==> src/rtl/addr_rf_stream.sv <==
// Streams one (row, col, ch) RF address per kernel nonzero from a compressed
// group/pointer kernel description, with empty-group skip, OOB drop and backpressure.
module addr_rf_stream #(
  parameter int NGRP = 4,
  parameter int PW   = 11,
  parameter int CW   = 7,
  parameter int RW   = 3,
  parameter int KW   = 5
) (
  input  logic               i_clk,
  input  logic               i_rst,
  input  logic               i_start,
  input  logic [CW-1:0]      i_h,
  input  logic [CW-1:0]      i_w,
  input  logic [RW-1:0]      i_s,
  input  logic [NGRP*RW-1:0] i_r,
  input  logic [NGRP*KW-1:0] i_k,
  input  logic [NGRP*PW-1:0] i_ptr,
  input  logic [PW-1:0]      i_length,
  input  logic               i_skip_oob,
  output logic               o_busy,
  output logic               o_valid,
  input  logic               i_ready,
  output logic [CW-1:0]      o_row,
  output logic [CW-1:0]      o_col,
  output logic [KW-1:0]      o_ch,
  output logic [PW-1:0]      o_idx,
  output logic               o_oob,
  output logic               o_last,
  output logic               o_finish,
  output logic               o_err,
  output logic [PW-1:0]      o_count
);

  localparam int GCW = $clog2(NGRP + 1);
  localparam int GW  = (NGRP > 1) ? $clog2(NGRP) : 1;

  typedef enum logic [1:0] {S_IDLE, S_RUN, S_DONE} state_t;

  state_t state_q, state_d;

  logic [CW-1:0]      h_q, w_q;
  logic [RW-1:0]      s_q;
  logic [NGRP*RW-1:0] r_q;
  logic [NGRP*KW-1:0] k_q;
  logic [NGRP*PW-1:0] ptr_q;
  logic [PW-1:0]      len_q;
  logic               skip_q;

  logic [PW-1:0]      idx_p0;
  logic               vld_p0;
  logic [GCW-1:0]     grp_cnt_p0;
  logic [GW-1:0]      grp_p0;
  logic [RW-1:0]      r_p0;
  logic [KW-1:0]      k_p0;
  logic [CW-1:0]      row_p0, col_p0;
  logic               oob_p0, last_p0, drop_p0;

  logic cfg_ok, start_acc, load_en, drain_done, xfer;

  function automatic logic [CW-1:0] wrap_sub(input logic [CW-1:0] a, input logic [CW-1:0] b);
    return a - b;
  endfunction

  function automatic logic below(input logic [CW-1:0] a, input logic [CW-1:0] b);
    return a < b;
  endfunction

  // Job validation on the live inputs, only consumed on an accepted start
  always_comb begin
    cfg_ok = (i_length <= i_ptr[(NGRP-1)*PW +: PW]);
    for (int j = 1; j < NGRP; j++)
      if (i_ptr[j*PW +: PW] < i_ptr[(j-1)*PW +: PW]) cfg_ok = 1'b0;
  end

  // Stage p0: group select by counting exhausted end pointers, so empty groups cost nothing
  always_comb begin
    grp_cnt_p0 = '0;
    for (int j = 0; j < NGRP; j++)
      if (ptr_q[j*PW +: PW] <= idx_p0) grp_cnt_p0 = grp_cnt_p0 + GCW'(1);
    grp_p0 = (grp_cnt_p0 >= GCW'(NGRP)) ? GW'(NGRP - 1) : GW'(grp_cnt_p0);
  end

  assign r_p0    = r_q[grp_p0*RW +: RW];
  assign k_p0    = k_q[grp_p0*KW +: KW];
  assign row_p0  = wrap_sub(h_q, CW'(r_p0));
  assign col_p0  = wrap_sub(w_q, CW'(s_q));
  assign oob_p0  = below(h_q, CW'(r_p0)) || below(w_q, CW'(s_q));
  assign last_p0 = (idx_p0 == len_q - PW'(1));
  assign drop_p0 = oob_p0 && skip_q;

  assign start_acc  = (state_q == S_IDLE) && i_start;
  assign xfer       = o_valid && i_ready;
  assign load_en    = (state_q == S_RUN) && vld_p0 && (!o_valid || i_ready);
  assign drain_done = (state_q == S_RUN) && !vld_p0 && (!o_valid || i_ready);

  always_comb begin
    state_d = state_q;
    case (state_q)
      S_IDLE: if (i_start) state_d = (!cfg_ok || i_length == '0) ? S_DONE : S_RUN;
      S_RUN:  if (drain_done) state_d = S_DONE;
      S_DONE: state_d = S_IDLE;
      default: state_d = S_IDLE;
    endcase
  end

  always_ff @(posedge i_clk or posedge i_rst) begin
    if (i_rst) begin
      state_q <= S_IDLE;
      h_q     <= '0;
      w_q     <= '0;
      s_q     <= '0;
      r_q     <= '0;
      k_q     <= '0;
      ptr_q   <= '0;
      len_q   <= '0;
      skip_q  <= 1'b0;
      idx_p0  <= '0;
      vld_p0  <= 1'b0;
      o_err   <= 1'b0;
      o_count <= '0;
    end else begin
      state_q <= state_d;
      if (start_acc) begin
        h_q     <= i_h;
        w_q     <= i_w;
        s_q     <= i_s;
        r_q     <= i_r;
        k_q     <= i_k;
        ptr_q   <= i_ptr;
        len_q   <= i_length;
        skip_q  <= i_skip_oob;
        idx_p0  <= '0;
        vld_p0  <= cfg_ok && (i_length != '0);
        o_err   <= !cfg_ok;
        o_count <= '0;
      end else begin
        if (load_en) begin
          idx_p0 <= idx_p0 + PW'(1);
          if (last_p0) vld_p0 <= 1'b0;
        end
        if (xfer) o_count <= o_count + PW'(1);
      end
    end
  end

  // Stage p1: output register, refilled whenever it is empty or being accepted
  always_ff @(posedge i_clk or posedge i_rst) begin
    if (i_rst) begin
      o_valid <= 1'b0;
      o_row   <= '0;
      o_col   <= '0;
      o_ch    <= '0;
      o_idx   <= '0;
      o_oob   <= 1'b0;
      o_last  <= 1'b0;
    end else if (load_en) begin
      if (drop_p0) begin
        o_valid <= 1'b0;
        o_last  <= 1'b0;
      end else begin
        o_valid <= 1'b1;
        o_row   <= row_p0;
        o_col   <= col_p0;
        o_ch    <= k_p0;
        o_idx   <= idx_p0;
        o_oob   <= oob_p0;
        o_last  <= last_p0;
      end
    end else if (xfer) begin
      o_valid <= 1'b0;
      o_last  <= 1'b0;
    end
  end

  assign o_busy   = (state_q == S_RUN);
  assign o_finish = (state_q == S_DONE);

endmodule

==> config.mk <==
export PLATFORM = sky130hd
export DESIGN_NAME = addr_rf_stream
export DESIGN_NICKNAME = d
export VERILOG_FILES = /design/src/rtl/addr_rf_stream.sv
export SDC_FILE = /design/constraint.sdc
export NUM_CORES = 1
export LEC_CHECK = 0
export BUFFER_PORTS_ARGS = -buffer_cell sky130_fd_sc_hd__buf_2
export CORE_ASPECT_RATIO = 1.1
export CORE_MARGIN = 4
export CORE_UTILIZATION = 52
export DETAILED_ROUTE_END_ITERATION = 12
export PLACE_DENSITY = 0.78
export RECOVER_POWER = 50
export SETUP_SLACK_MARGIN = 0.1
export SLEW_MARGIN = 25
export SYNTH_ARGS = -nofsm -noshare
export SYNTH_HDL_FRONTEND = slang
export SYNTH_SLANG_ARGS = --single-unit
==> constraint.sdc <==
create_clock -name i_clk -period 6.1 [get_ports i_clk]
set_clock_uncertainty 0.1 [all_clocks]
set_input_delay 0.61 -clock i_clk [delete_from_list [all_inputs] [get_ports i_clk]]
set_output_delay 0.61 -clock i_clk [all_outputs]
set_load 0.01 [all_outputs]
## Word-level counts from Yosys, hierarchy flattened

Index checks and enable logic that the tools add are counted.

| operators by class | value |
|---|---|
| bitwise operators | 1 |
| divide/modulo/power cells | 0 |
| shift operators | 2 |
| add/subtract/negate cells | 8 |
| reduce and logical (&&, ||, !) cells | 24 |
| mux-type cells | 24 |
| $lt $le $gt $ge | 11 |
| eq/ne operators | 5 |
| multiply operators | 2 |

Operator list:

| kind | count |
|---|---|
| $le 11x11->1 | 5 |
| $mux 11 | 4 |
| $lt 11x11->1 | 3 |
| $add 11x1->11 const B | 2 |
| $shiftx 20x6->5 | 1 |
| $lt 7x3->1 | 2 |
| $sub 7x3->7 | 2 |
| $mux 1 | 12 |
| $shiftx 12x5->3 | 1 |
| $eq 11x11->1 | 1 |
| $logic_not 11->1 | 1 |
| $reduce_bool 11->1 | 1 |
| $sub 11x1->11 const B | 1 |
| $add 3x1->3 const B | 3 |
| $mux 3 | 3 |
| $logic_and 1x1->1 | 8 |
| $mux 2 | 4 |
| $reduce_bool 2->1 | 4 |
| $reduce_and 2->1 | 3 |
| $mul 2x3->5 const B | 1 |
| $mul 2x2->4 const B | 1 |
| $pmux 2 s2 | 1 |
| $ge 3x3->1 const B | 1 |
| $logic_not 1->1 | 3 |
| other kinds (7) | 9 |

| word-level totals | value |
|---|---|
| memory bits (writable) | 0 |
| memories kept | 0 |
| bits in registers | 164 |
| logic and storage cells | 97 |
| bits in read-only memories | 0 |
| latch bits | 0 |

## Depth between registers and ports, before layout

Gate-level depths: netlist of run 1.

| logic depth | value |
|---|---|
| depth after elaboration | 17 |
| depth in mapped cells | 31 |
| gate-level depth less buffers | 28 |

## Worst setup path after synthesis of run 1

No wires, ideal clock.

| timing path | value |
|---|---|
| kind | register -> register |
| start | reg idx_p0[1] |
| end | reg o_col[2] |
| stages on the path, launching flop included | 30 |
| slack | -0.050 ns |
| data arrival time | 5.915 ns |
| data required time | 5.865 ns |
| clock period less this slack | 6.150 ns |
| buffers on the path | 2 |
| library setup time | 0.135 ns |
| path through | dfrtp_1 -> inv_1 -> ha_1 -> nor2b_1 -> o21a_1 -> o21a_1 -> o21a_1 -> o21a_1 -> o21a_1 -> o21ai_0 -> a221o_1 -> ha_1 -> inv_1 -> nand3_1 -> o211ai_1 -> inv_1 -> ha_1 -> xor2_1 -> o32ai_2 -> mux2_2 -> a221oi_1 -> ha_1 -> nor2b_1 -> o21ai_0 -> nand3b_1 -> o32ai_1 -> a21o_1 -> clkbuf_1 -> clkbuf_1 -> o21ai_0 |

| between the ends | value |
|---|---|
| longest elaborated chain between the ends | 17 |
| elaborated cells between the ends (all ways) | 20 |
| classes of those cells | add/sub: 3; mul: 1; order compare: 6; shift: 1; mux: 5; bitwise: 1; reduce/logical: 3 |

RTL lines:

| element | RTL line | RTL |
|---|---|---|
| start: declaration | 50 | `logic [PW-1:0] idx_p0;` |
| start signal: assignment | 139 | `idx_p0 <= idx_p0 + PW'(1);` |
| $le 11x11->1 | 80 | `if (ptr_q[j*PW +: PW] <= idx_p0) grp_cnt_p0 = grp_cnt_p0 + GCW'(1);` |
| $mux 1 | 80 |  |
| $add 3x1->3 | 80 |  |
| $mux 3 | 80 |  |
| $add 3x1->3 | 80 |  |
| $mux 3 | 80 |  |
| $add 3x1->3 | 80 |  |
| $mux 3 * | 80 |  |
| $ge 3x3->1 | 81 | `grp_p0 = (grp_cnt_p0 >= GCW'(NGRP)) ? GW'(NGRP - 1) : GW'(grp_cnt_p0);` |
| $mux 2 * | 81 |  |
| $mul 2x2->4 * | 84 | `assign r_p0 = r_q[grp_p0*RW +: RW];` |
| $shiftx 12x5->3 * | 84 |  |
| $lt 7x3->1 * | 66 | `return a < b;` |
| $logic_or 1x1->1 * | 88 | `assign oob_p0 = below(h_q, CW'(r_p0)) \|\| below(w_q, CW'(s_q));` |
| $logic_and 1x1->1 * | 90 | `assign drop_p0 = oob_p0 && skip_q;` |
| $not 1->1 (no line) * | n/a |  |
| $reduce_and 2->1 (no line) * | n/a |  |
| end signal: assignment | 164 | `o_col <= col_p0;` |
| end: declaration | 25 | `output logic [CW-1:0] o_col,` |

Mark *: on every way between the ends. The rest lies on a longest branch, timed or not.
A chain may end at the register's enable or synchronous reset.

## Worst setup path after layout of run 1

| timing path | value |
|---|---|
| start | reg idx_p0[1] |
| end | reg o_ch[3] |

| between the ends | value |
|---|---|
| longest elaborated chain between the ends | 17 |
| elaborated cells between the ends (all ways) | 22 |
| classes of those cells | add/sub: 3; mul: 2; order compare: 6; shift: 2; mux: 5; bitwise: 1; reduce/logical: 3 |

RTL lines:

| element | RTL line | RTL |
|---|---|---|
| $le 11x11->1 | 80 |  |
| $mux 1 | 80 |  |
| $add 3x1->3 | 80 |  |
| $mux 3 | 80 |  |
| $add 3x1->3 | 80 |  |
| $mux 3 | 80 |  |
| $add 3x1->3 | 80 |  |
| $mux 3 * | 80 |  |
| $ge 3x3->1 | 81 |  |
| $mux 2 * | 81 |  |
| $mul 2x2->4 | 84 |  |
| $shiftx 12x5->3 | 84 |  |
| $lt 7x3->1 | 66 |  |
| $logic_or 1x1->1 | 88 |  |
| $logic_and 1x1->1 | 90 |  |
| $not 1->1 (no line) | n/a |  |
| $reduce_and 2->1 (no line) | n/a |  |
| end signal: assignment | 165 | `o_ch <= k_p0;` |
| end: declaration | 26 | `output logic [KW-1:0] o_ch,` |

Marks and branches as above.

==> metrics.csv, run 1 <==
stage;metric;value;unit
outcome;status;complete, but fails checks;
outcome;failing checks;capacitance limit, slew limit;
synth;Avg Cell Area, Syn;10.6;µm²
synth;FFs w/ async S/R, synth;1.00;
synth;Simple-Gate Fraction of Synth Area;0.108;
synth;Post-Synth XOR/XNOR Area;0.0421;
cells_and_area;n_diodes;0;
power_and_ir_drop;Flop pwr share;0.385;
global_route;initial antenna violation count;0;
setup_path;CP Max Fanout;7;
global_route;maximum number of pins on one net before global-route repair;106;
timing;Slew Limit Fails;252;
floorplanning;Initial Util;0.529;
setup_path;CP max stage delay;390;ps
cells_and_area;number of fill cells;1469;
setup_path;Worst Setup Start Kind;register;
setup_path;CP max-delay cell;dfrtp_1;
setup_path;Crit path top cell by count;o21a_1;
setup_path;R2R cell count;28;
timing;Slew HR;-1.63;
synth;YS warnings;0;
detailed_routing;drt total wl;23100;µm
detailed_routing;DRC viols;0;
floorplanning;die area;0.0202;mm²
clock_network;CTS max path bufs;2;
min_path;Worst Hold Path Cells;3;
synth;largest family of logic cells by synthesized area;adder cells;
clock_network;CTS Buf Count;17;
floorplanning;row count;51;
job;Max Cap Viol;4;
power_and_ir_drop;P_sw;0.00104;W
timing;Worst Tran Pin Value;3940;ps
synth;number of synthesized flops with an enable pin;0;
power_and_ir_drop;P per Cell Area;302;mW/mm²
timing;crit path time final;5780;ps
setup_path;crit-path leading delay family;compound AO/OA/AOI/OAI gates;
clock_network;clock-pin slew of the registers on the worst-case setup and hold paths;70;ps
setup_path;R2R Setup Slk;320;ps
detailed_routing;Iter 0 DRT Violations;357;
clock_network;H-tree depth;4;
clock_network;Skew-Pair Late Insertion Delay;420;ps
timing;Final Hold Viols;0;
timing;RSZ-0062 raised after global routing;true;
setup_path;worst path bufs/invs;4;
clock_network;CTS root buffer;clkbuf_16;
cells_and_area;design area;0.0112;mm²
global_route;GRT Util Overall;0.227;
synth;Post-Syn Area;0.00935;mm²
cells_and_area;share of layout cells above drive strength 1;0.262;
detailed_routing;vias per cell;5.60;
cells_and_area;Synth-to-Final Area Change;19.4;%
cells_and_area;Nets;1263;
floorplanning;Die Y;149;µm
clock_network;cts hold-fix bufs;0;
place;Final GP Congestion;0.905;
floorplanning;core area;0.0177;mm²
detailed_routing;Wirelength per Cell;17.7;µm
synth;ys flop type;dfrtp_1;
setup_path;Crit. End Element;register;
power_and_ir_drop;Clk pwr share;0.325;
power_and_ir_drop;Sw Ratio;0.308;
global_route;total global routing overflow;0;
detailed_routing;DR vias;7312;
synth;Synth Area in Adders;0.134;
timing;Max Freq;0.173;GHz
place;cell area after placement;0.0105;mm²
detailed_routing;antenna viol nets, final;0;
clock_network;Clock Sinks;164;
min_path;HP Class;in -> reg;
power_and_ir_drop;power share of the combinational group;0.290;
setup_path;Crit path depth;28;
synth;post-synthesis mux area share;0.120;
timing;final-report setup violation count;0;
floorplanning;Ports;156;
cells_and_area;multi-input logic area;0.00496;mm²
setup_path;WP data arrival;5970;ps
synth;Yosys reg bits;164;
power_and_ir_drop;peak supply drop;0.215;mV
place;Port Buffers;155;
power_and_ir_drop;leak pwr;5.21;nW
global_route;global-route wire length before repair;36300;µm
power_and_ir_drop;Pint;0.00234;W
global_route;vias in the first global route;7120;
setup_path;CP required;6290;ps
timing;setup TNS;0;ps
synth;post-synthesis compound-gate area fraction;0.115;
floorplanning;Horiz. Die Dim;136;µm
clock_network;CTS tree;yes;
synth;Gate Count Post-Synth;884;
detailed_routing;DRT Pass-1 Iters;5;
synth;register area share after synthesis;0.439;
synth;Yosys cell types;60;
timing;Final period util;0.947;
place;Final HPWL DP;17000;µm
synth;Post-Syn Nets;1092;
cells_and_area;register area;0.00410;mm²
setup_path;worst setup path class;reg -> reg;
final timing paths:
kind                                 from        to
worst max-delay path            idx_p0[1]   o_ch[3]
worst min-delay path               i_w[0]    w_q[0]
worst max register to register  idx_p0[1]   o_ch[3]
worst min register to register   o_col[3]  o_col[3]
max in group asynchronous           i_rst   r_q[10]
min in group asynchronous           i_rst    w_q[4]
placed cells by master (no fill, tap or decap), types with 13 or more instances in the layout:
| master | n |
|---|---|
| mux2_2 | 93 |
| buf_2 | 109 |
| nand3_1 | 13 |
| nor2_1 | 31 |
| buf_4 | 15 |
| xor2_1 | 23 |
| clkbuf_16 | 18 |
| xnor2_1 | 22 |
| nand4_1 | 17 |
| ha_1 | 93 |
| dfrtp_1 | 164 |
| o21ai_0 | 60 |
| a21oi_1 | 31 |
| clkbuf_1 | 50 |
| a21o_1 | 13 |
| inv_1 | 75 |
| o21a_1 | 13 |
| nand2_1 | 74 |
synth_stat cells, drive strengths merged (13+ instances only):
master	instances	area, µm²
a21o	14	105
a21oi	32	160
clkbuf	20	75.1
dfrtp	164	4100
ha	97	1210
inv	77	289
mux2	95	1070
nand2	74	278
nand3	15	80.1
nand4	17	106
nor2	31	116
o21a	13	97.6
o21ai	64	320
xnor2	22	193
xor2	23	201
layer usage:
metal / up-vias / wire (µm) / GRT usage
li1: 3472 / - / -
met1: 3595 / 9700 / 0.292
met2: 203 / 11700 / 0.391
met3: 42 / 1100 / 0.0403
met4: 0 / 567 / 0.0685
met5: - / 0 / 0
registers in the layout (all words and copies together), names as in the netlist, 5 cells and up:
signal,cells
o_count,11
r_q,12
o_row,7
o_idx,11
idx_p0,11
len_q,11
ptr_q,44
o_ch,5
w_q,7
k_q,20
o_col,7
h_q,7
tightest hold or removal path: cells and delay by family:
kind / cells / cell delay (ps)
AOI/OAI and AO/OA: 1 / 60
and+or+nand+nor: 1 / 40
buffers and inverters: 1 / 80
cell families (layout without fill, tap and decap cells):
family,after synthesis,in the layout
AOI/OAI and AO/OA,169,169
xor gates and xnor gates,45,45
adders and majority gates,99,99
buffers and inverters,102,286
DFF,164,164
muxes,100,100
and+or+nand+nor,205,205
power by group through the flow:
stage | Sequential, W | Combinational, W | Clock [W]
detailed placement | 0.00131 | 0.000889 | 0
CTS | 0.00130 | 0.000914 | 0.00111
global route | 0.00131 | 0.00109 | 0.00116
global placement | 0.00131 | 0.000859 | 0
finish | 0.00130 | 0.000978 | 0.00110
floorplan | 0.00128 | 0.000683 | 0
stage by stage:
| step | std cells | power (W) | hold slack (ps) | util | setup slack [ps] |
|---|---|---|---|---|---|
| detailed placement | 1266 | 0.00220 | 374 | 0.591 | 40.1 |
| finish | 1306 | 0.00338 | 307 | 0.632 | 321 |
| floorplan | 884 | 0.00196 | 372 | - | 173 |
| global route | 1306 | 0.00356 | 296 | 0.632 | 53.9 |
| global placement | 1266 | 0.00217 | 355 | 0.591 | 212 |
| CTS | 1300 | 0.00332 | 288 | 0.627 | 146 |
final cells by class:
cell class | instances | area share
inverters | 77 | 0.0259
flip-flops and latches | 164 | 0.368
well taps | 238 | 0.0267
clock inverters | 9 | 0.0105
multi-input cells | 618 | 0.444
repair buffers | 177 | 0.0816
clock buffers | 23 | 0.0437
what timing repair did:
action	4_1_cts	5_1_grt
gates cloned	0	1
setup buffers	2	5
pin swaps	3	16
endpoints found under the setup margin	32	32
resized for setup	4	22
No activity file was read; power rests on OpenSTA's default activity.
==> run 2, diff against run 1 <==
--- a/config.mk
+++ b/config.mk
@@ -8,8 +8,9 @@
 export BUFFER_PORTS_ARGS = -buffer_cell sky130_fd_sc_hd__buf_2
 export CORE_ASPECT_RATIO = 1.1
 export CORE_MARGIN = 4
-export CORE_UTILIZATION = 52
+export CORE_UTILIZATION = 55
 export DETAILED_ROUTE_END_ITERATION = 12
+export MAX_ROUTING_LAYER = met4
 export PLACE_DENSITY = 0.78
 export RECOVER_POWER = 50
 export SETUP_SLACK_MARGIN = 0.1
==> constraint.sdc (replaced) <==
create_clock -name i_clk -period 5.75 [get_ports i_clk]
set_clock_uncertainty 0.1 [all_clocks]
set_input_delay 0.575 -clock i_clk [delete_from_list [all_inputs] [get_ports i_clk]]
set_output_delay 0.575 -clock i_clk [all_outputs]
set_load 0.01 [all_outputs]
==> metrics.csv, run 2 (same netlist as run 1, synthesis figures left out) <==
stage;metric;value;unit;change
setup_path;CP required;5990;ps;-300 ps
setup_path;WP data arrival;5940;ps;-30 ps
cells_and_area;most common cell after layout, fill and taps aside;dfrtp_1;;
job;Max Cap Viol;3;;-1
detailed_routing;DR vias;7315;;+0.041%
outcome;status;complete, but fails checks;;
power_and_ir_drop;P per Cell Area;312;mW/mm²;+3.1%
place;Final HPWL DP;17100;µm;+0.39%
detailed_routing;DRT Pass-1 Iters;4;;-1
cells_and_area;Largest register FFs;44;;unchanged
power_and_ir_drop;Sw Ratio;0.305;;-0.00317
cells_and_area;share of layout cells above drive strength 1;0.307;;+0.0448
setup_path;Worst Setup Start Kind;register;;
clock_network;CTS max path bufs;2;;unchanged
cells_and_area;most frequent cells in the layout;164 x dfrtp_1, 110 x buf_2, 95 x ha_1;;
timing;Slew Limit Fails;287;;+14%
power_and_ir_drop;leak pwr;5.40;nW;+3.7%
setup_path;worst path bufs/invs;6;;+2
floorplanning;Ports;156;;unchanged
cells_and_area;Nets;1285;;+1.7%
setup_path;Crit path top cell by count;o21a_1;;
floorplanning;core area;0.0165;mm²;-6.7%
detailed_routing;DRC viols;0;;unchanged
timing;Slew HR;-1.20;;+0.424
min_path;HP Class;in -> reg;;
cells_and_area;Synth-to-Final Area Change;23.2;%;
setup_path;CP max stage delay;390;ps;about the same
place;Final GP Congestion;0.896;;-1.1%
timing;Final Hold Viols;0;;unchanged
outcome;failing checks;capacitance limit, slew limit;;
cells_and_area;Regs by FF count;ptr_q x44, k_q x20, r_q x12;;
detailed_routing;drt total wl;23300;µm;+1.1%
timing;Worst Tran Pin Value;3310;ps;-632 ps
setup_path;CP max-delay cell;dfrtp_1;;
timing;Worst Hold Slack;247;ps;-60.2 ps
timing;Final period util;0.991;;+0.0436
timing;Max Freq;0.175;GHz;+1.4%
clock_network;Clock Sinks;164;;unchanged
cells_and_area;number of fill cells;1264;;-14%
global_route;GRT Util Overall;0.251;;+0.0246
global_route;maximum number of pins on one net before global-route repair;140;;+32%
clock_network;CTS tree;yes;;
cells_and_area;design area;0.0115;mm²;+3.2%
clock_network;clock-pin slew of the registers on the worst-case setup and hold paths;60;ps;about the same
setup_path;crit-path leading delay family;compound AO/OA/AOI/OAI gates;;
floorplanning;Die Y;145;µm;-2.6%
timing;RSZ-0062 raised after global routing;true;;
power_and_ir_drop;peak supply drop;0.226;mV;+5.4%
place;cell count after placement;1244;;-1.7%
cells_and_area;n_diodes;0;;unchanged
clock_network;CTS root buffer;clkbuf_16;;
floorplanning;row count;49;;-3.9%
floorplanning;Initial Util;0.567;;+0.0380
global_route;global-route wire length before repair;37100;µm;+2.4%
timing;crit path time final;5700;ps;-80.8 ps
power_and_ir_drop;Flop pwr share;0.383;;-0.002
setup_path;Crit. End Element;register;;
place;cell area after placement;0.0105;mm²;+0.69%
power_and_ir_drop;P_sw;0.00110;W;+5.3%
clock_network;Skew-Pair Late Insertion Delay;430;ps;about the same
power_and_ir_drop;Clk pwr share;0.305;;-0.020
timing;final-report setup violation count;0;;unchanged
detailed_routing;Wirelength per Cell;18.0;µm;+2.2%
detailed_routing;vias per cell;5.66;;+1.1%
floorplanning;Horiz. Die Dim;132;µm;-2.6%
power_and_ir_drop;power share of the combinational group;0.312;;+0.022
global_route;vias in the first global route;7418;;+4.2%
clock_network;CTS Buf Count;17;;unchanged
setup_path;worst setup path class;reg -> reg;;
floorplanning;die area;0.0192;mm²;-5.2%
global_route;total global routing overflow;0;;unchanged
cells_and_area;Top reg by flops;ptr_q;;
cells_and_area;fin cells;1292;;-1.1%
place;Port Buffers;155;;unchanged
setup_path;CP Max Fanout;4;;-3
detailed_routing;Iter 0 DRT Violations;343;;-3.9%
clock_network;H-tree depth;4;;unchanged
global_route;initial antenna violation count;0;;unchanged
detailed_routing;antenna viol nets, final;0;;unchanged
power_and_ir_drop;Pint;0.00250;W;+6.9%
[run 2: changes by cell type in the layout (fill, tap and decap cells not counted), sizes merged]
cell,delta
inv,-3
clkbuf,-1
dlygate4sd2,+1
dlygate4sd3,+1
clkinvlp,+1
buf,+20
clkinv,+1
[run 2: final timing paths]
| path | startpoint | to | slack [ps] | cells past startpoint |
|---|---|---|---|---|
| min | i_s[1] | s_q[1] | 250 | 3 |
| max | idx_p0[1] | o_row[6] | 50 | 29 |
| min reg2reg | o_col[0] | o_col[0] | 380 | 2 |
| max in group asynchronous | i_rst | ptr_q[35] | 1090 | 4 |
| max reg2reg | idx_p0[1] | o_row[6] | 50 | 29 |
| min in group asynchronous | i_rst | w_q[3] | 730 | 3 |
[run 2: repair_timing]
item                                   CTS  global route
gates cloned                             2             3
setup endpoints to repair               32            33
pin swaps                               19            19
hold buffers                             1             0
endpoints found under the hold margin   19             0
setup buffers                            8             4
gates resized for setup                 19            70
[run 2: routing by layer]
layer / global-route usage / vias to the layer above / wire length (µm)
li1: - / 3527 / -
met4: 0.0788 / 0 / 449
met5: - / - / 0
met1: 0.313 / 3586 / 10300
met2: 0.429 / 167 / 11700
met3: 0.0363 / 35 / 904
[run 2: worst reg2reg max path, delay by kind of cell (launching register included)]
kind / cells / cell delay [ps]
buffers and inverters: 6 / 730
xor gates and xnor gates: 2 / 270
AOI/OAI and AO/OA: 12 / 2280
adders and majority gates: 5 / 1250
muxes: 1 / 310
and+or+nand+nor: 3 / 280
DFF: 1 / 390
[run 2: layout make-up]
class / count / area [µm²] / share of cell area
Timing Repair Buffer: 199 / 1190 / 0.103
Tap cell: 204 / 255 / 0.0222
Clock inverter: 8 / 103 / 0.00890
Multi-Input combinational cell: 618 / 5130 / 0.445
Sequential cell: 164 / 4100 / 0.356
Inverter: 77 / 290 / 0.0252
Clock buffer: 22 / 454 / 0.0394
[run 2: power by group through the flow]
| stage | Combinational (W) | Clock (W) | Sequential, W |
|---|---|---|---|
| final | 0.00112 | 0.00110 | 0.00138 |
| after global routing | 0.00124 | 0.00117 | 0.00139 |
| after CTS | 0.00105 | 0.00111 | 0.00137 |
| after detailed placement | 0.000975 | 0 | 0.00139 |
| after global placement | 0.000956 | 0 | 0.00139 |
| after floorplan | 0.000742 | 0 | 0.00136 |
[run 2: stage by stage]
step           power, W  setup slack (ps)  utilization  setup TNS, ps
2_1_floorplan   0.00210              5.32            -              0
4_1_cts         0.00353              75.4        0.684              0
3_5_place_dp    0.00237              -202        0.638          -3980
5_1_grt         0.00380              -293        0.699          -7790
6_report        0.00359              51.8        0.699              0
3_3_place_gp    0.00234             -16.8        0.638          -31.2
==> run 3, diff against run 2 <==
--- a/config.mk
+++ b/config.mk
@@ -10,6 +10,7 @@
 export CORE_MARGIN = 4
 export CORE_UTILIZATION = 55
 export DETAILED_ROUTE_END_ITERATION = 12
+export GPL_TIMING_DRIVEN = 0
 export MAX_ROUTING_LAYER = met4
 export PLACE_DENSITY = 0.78
 export RECOVER_POWER = 50
==> constraint.sdc (replaced) <==
create_clock -name i_clk -period 5.75 [get_ports i_clk]
set_clock_uncertainty 0.1 [all_clocks]
set_input_delay 0.575 -clock i_clk [delete_from_list [all_inputs] [get_ports i_clk]]
set_output_delay 0.575 -clock i_clk [all_outputs]
set_load 0.02 [all_outputs]
==> metrics.csv, run 3 (same netlist as run 1, synthesis figures left out) <==
stage;metric;value;unit;change
timing;Final period util;1.07;;+0.0775
floorplanning;Initial Util;0.567;;unchanged
cells_and_area;Synth-to-Final Area Change;24.2;%;
global_route;GRT Util Overall;0.261;;+0.00939
setup_path;CP max-delay cell;dfrtp_2;;
setup_path;CP Max Fanout;7;;+3
cells_and_area;Largest register FFs;44;;unchanged
global_route;global-route wire length before repair;38200;µm;+2.8%
clock_network;CTS root buffer;clkbuf_16;;
detailed_routing;vias per cell;5.85;;+3.3%
place;Port Buffers;155;;unchanged
clock_network;CTS max path bufs;2;;unchanged
setup_path;worst setup path class;reg -> reg;;
setup_path;CP max stage delay;420;ps;+30 ps
detailed_routing;DRC viols;0;;unchanged
floorplanning;die area;0.0192;mm²;unchanged
floorplanning;Horiz. Die Dim;132;µm;unchanged
detailed_routing;DRT Pass-1 Iters;5;;+1
clock_network;Clock Sinks;164;;unchanged
clock_network;clock-pin slew of the registers on the worst-case setup and hold paths;60;ps;about the same
timing;Max Freq;0.163;GHz;-7.3%
global_route;total global routing overflow;0;;unchanged
cells_and_area;Nets;1289;;+0.31%
power_and_ir_drop;total power;0.00365;W;+1.7%
detailed_routing;DR vias;7583;;+3.7%
clock_network;CTS tree;yes;;
cells_and_area;n_diodes;0;;unchanged
cells_and_area;Regs by FF count;ptr_q x44, k_q x20, r_q x12;;
floorplanning;Die Y;145;µm;unchanged
cells_and_area;share of layout cells above drive strength 1;0.336;;+0.0288
cells_and_area;most frequent cells in the layout;161 x dfrtp_1, 149 x buf_2, 93 x mux2_2, 93 x ha_1, 73 x inv_1;;
job;Max Cap Viol;2;;-1
power_and_ir_drop;leak pwr;5.54;nW;+2.5%
timing;Final Hold Viols;0;;unchanged
setup_path;Worst Setup Start Kind;register;;
clock_network;Skew-Pair Late Insertion Delay;430;ps;about the same
power_and_ir_drop;peak supply drop;0.240;mV;+6.3%
floorplanning;row count;49;;unchanged
detailed_routing;Wirelength per Cell;19.6;µm;+8.3%
timing;Slew Limit Fails;167;;-42%
detailed_routing;uppermost layer routed;met4;;
outcome;failing checks;capacitance limit, slew limit, setup timing;;
min_path;HP Class;in -> reg;;
power_and_ir_drop;P per Cell Area;315;mW/mm²;+0.91%
outcome;status;complete, but fails checks;;
setup_path;Crit. End Element;register;;
place;Final HPWL DP;18000;µm;+5.6%
global_route;vias in the first global route;7673;;+3.4%
cells_and_area;fin cells;1297;;+0.39%
floorplanning;Ports;156;;unchanged
clock_network;CTS Buf Count;17;;unchanged
place;Final GP Congestion;0.925;;+3.3%
setup_path;CP required;5990;ps;about the same
detailed_routing;WL met1;10200;µm;-1.2%
detailed_routing;antenna viol nets, final;0;;unchanged
min_path;Worst Hold Path Cells;3;;unchanged
setup_path;WP data arrival;6390;ps;+450 ps
detailed_routing;met3 wire len;1550;µm;+71%
timing;crit path time final;6140;ps;+446 ps
timing;final-report setup violation count;32;;+32
floorplanning;core area;0.0165;mm²;unchanged
timing;Worst Tran Pin Value;3440;ps;+135 ps
detailed_routing;Iter 0 DRT Violations;499;;+45%
global_route;initial antenna violation count;0;;unchanged
timing;setup TNS;-10750;ps;-10750 ps
global_route;maximum number of pins on one net before global-route repair;90;;-36%
timing;Slew HR;-1.31;;-0.103
setup_path;Crit path top cell by count;o21a_1;;
clock_network;H-tree depth;4;;unchanged
cells_and_area;Top reg by flops;ptr_q;;
place;cell count after placement;1244;;unchanged
setup_path;R2R cell count;30;;+3.4%
timing;setup ws final;-394;ps;-446 ps
detailed_routing;drt total wl;25400;µm;+8.8%
cells_and_area;most common cell after layout, fill and taps aside;dfrtp_1;;
detailed_routing;met2 routed wirelength;12900;µm;+10%
timing;RSZ-0062 raised after global routing;true;;
-- run 3: what timing repair did --
action | 4_1_cts | 5_1_grt
hold buffers | 0 | 0
pin swaps | 11 | 26
cloned | 1 | 5
endpoints found under the setup margin | 33 | 33
resized for setup | 22 | 76
setup buffers | 10 | 7
-- run 3: worst max-delay path, delay by kind of cell (launching register included) --
family          cells  cell delay (ps)
flops               1              420
mux                 1              360
xor+xnor            1              180
simple gates        5              520
fa+ha+maj           4              910
compound gates     14             2930
buf+inv             5              610
-- run 3: final cells by class --
class                           count  area [µm²]
Fill cell                        1173        4880
Multi-Input combinational cell    618        5160
Sequential cell                   164        4110
Tap cell                          204         255
Buffer                             25         210
Clock buffer                       21         450
Clock inverter                     10         109
Timing Repair Buffer              178        1020
Inverter                           77         300
-- run 3: worst paths after layout --
kind                                 from        end  slack, ps
min in group asynchronous           i_rst   o_col[0]       1020
worst min register to register   o_col[5]   o_col[5]        380
worst max register to register  idx_p0[1]   o_idx[9]       -390
worst min-delay path               i_h[0]     h_q[0]        250
worst max-delay path            idx_p0[1]   o_idx[9]       -390
max in group asynchronous           i_rst  idx_p0[0]       1180
-- run 3: power breakdown --
group	internal [W]	total [W]	switching, W
logic	0.000582	0.00118	0.000595
clock network	0.000645	0.00111	0.000464
registers	0.00128	0.00137	0.0000900
-- run 3: stage by stage --
step | worst slack, ps | hold WS [ps] | utilization | cell area (µm²)
after floorplan | -0.370 | 372 | - | 9440
after global placement | -1190 | 358 | 0.635 | 10500
after detailed placement | -933 | 365 | 0.637 | 10500
after CTS | -119 | 142 | 0.683 | 11300
after global routing | -672 | 268 | 0.704 | 11600
final | -394 | 247 | 0.704 | 11600
-- run 3: per-layer routing --
layer | GRT usage | up-vias
met1 | 0.304 | 3721
met5 | - | -
met3 | 0.0488 | 68
met4 | 0.120 | 0
li1 | - | 3530
met2 | 0.444 | 264
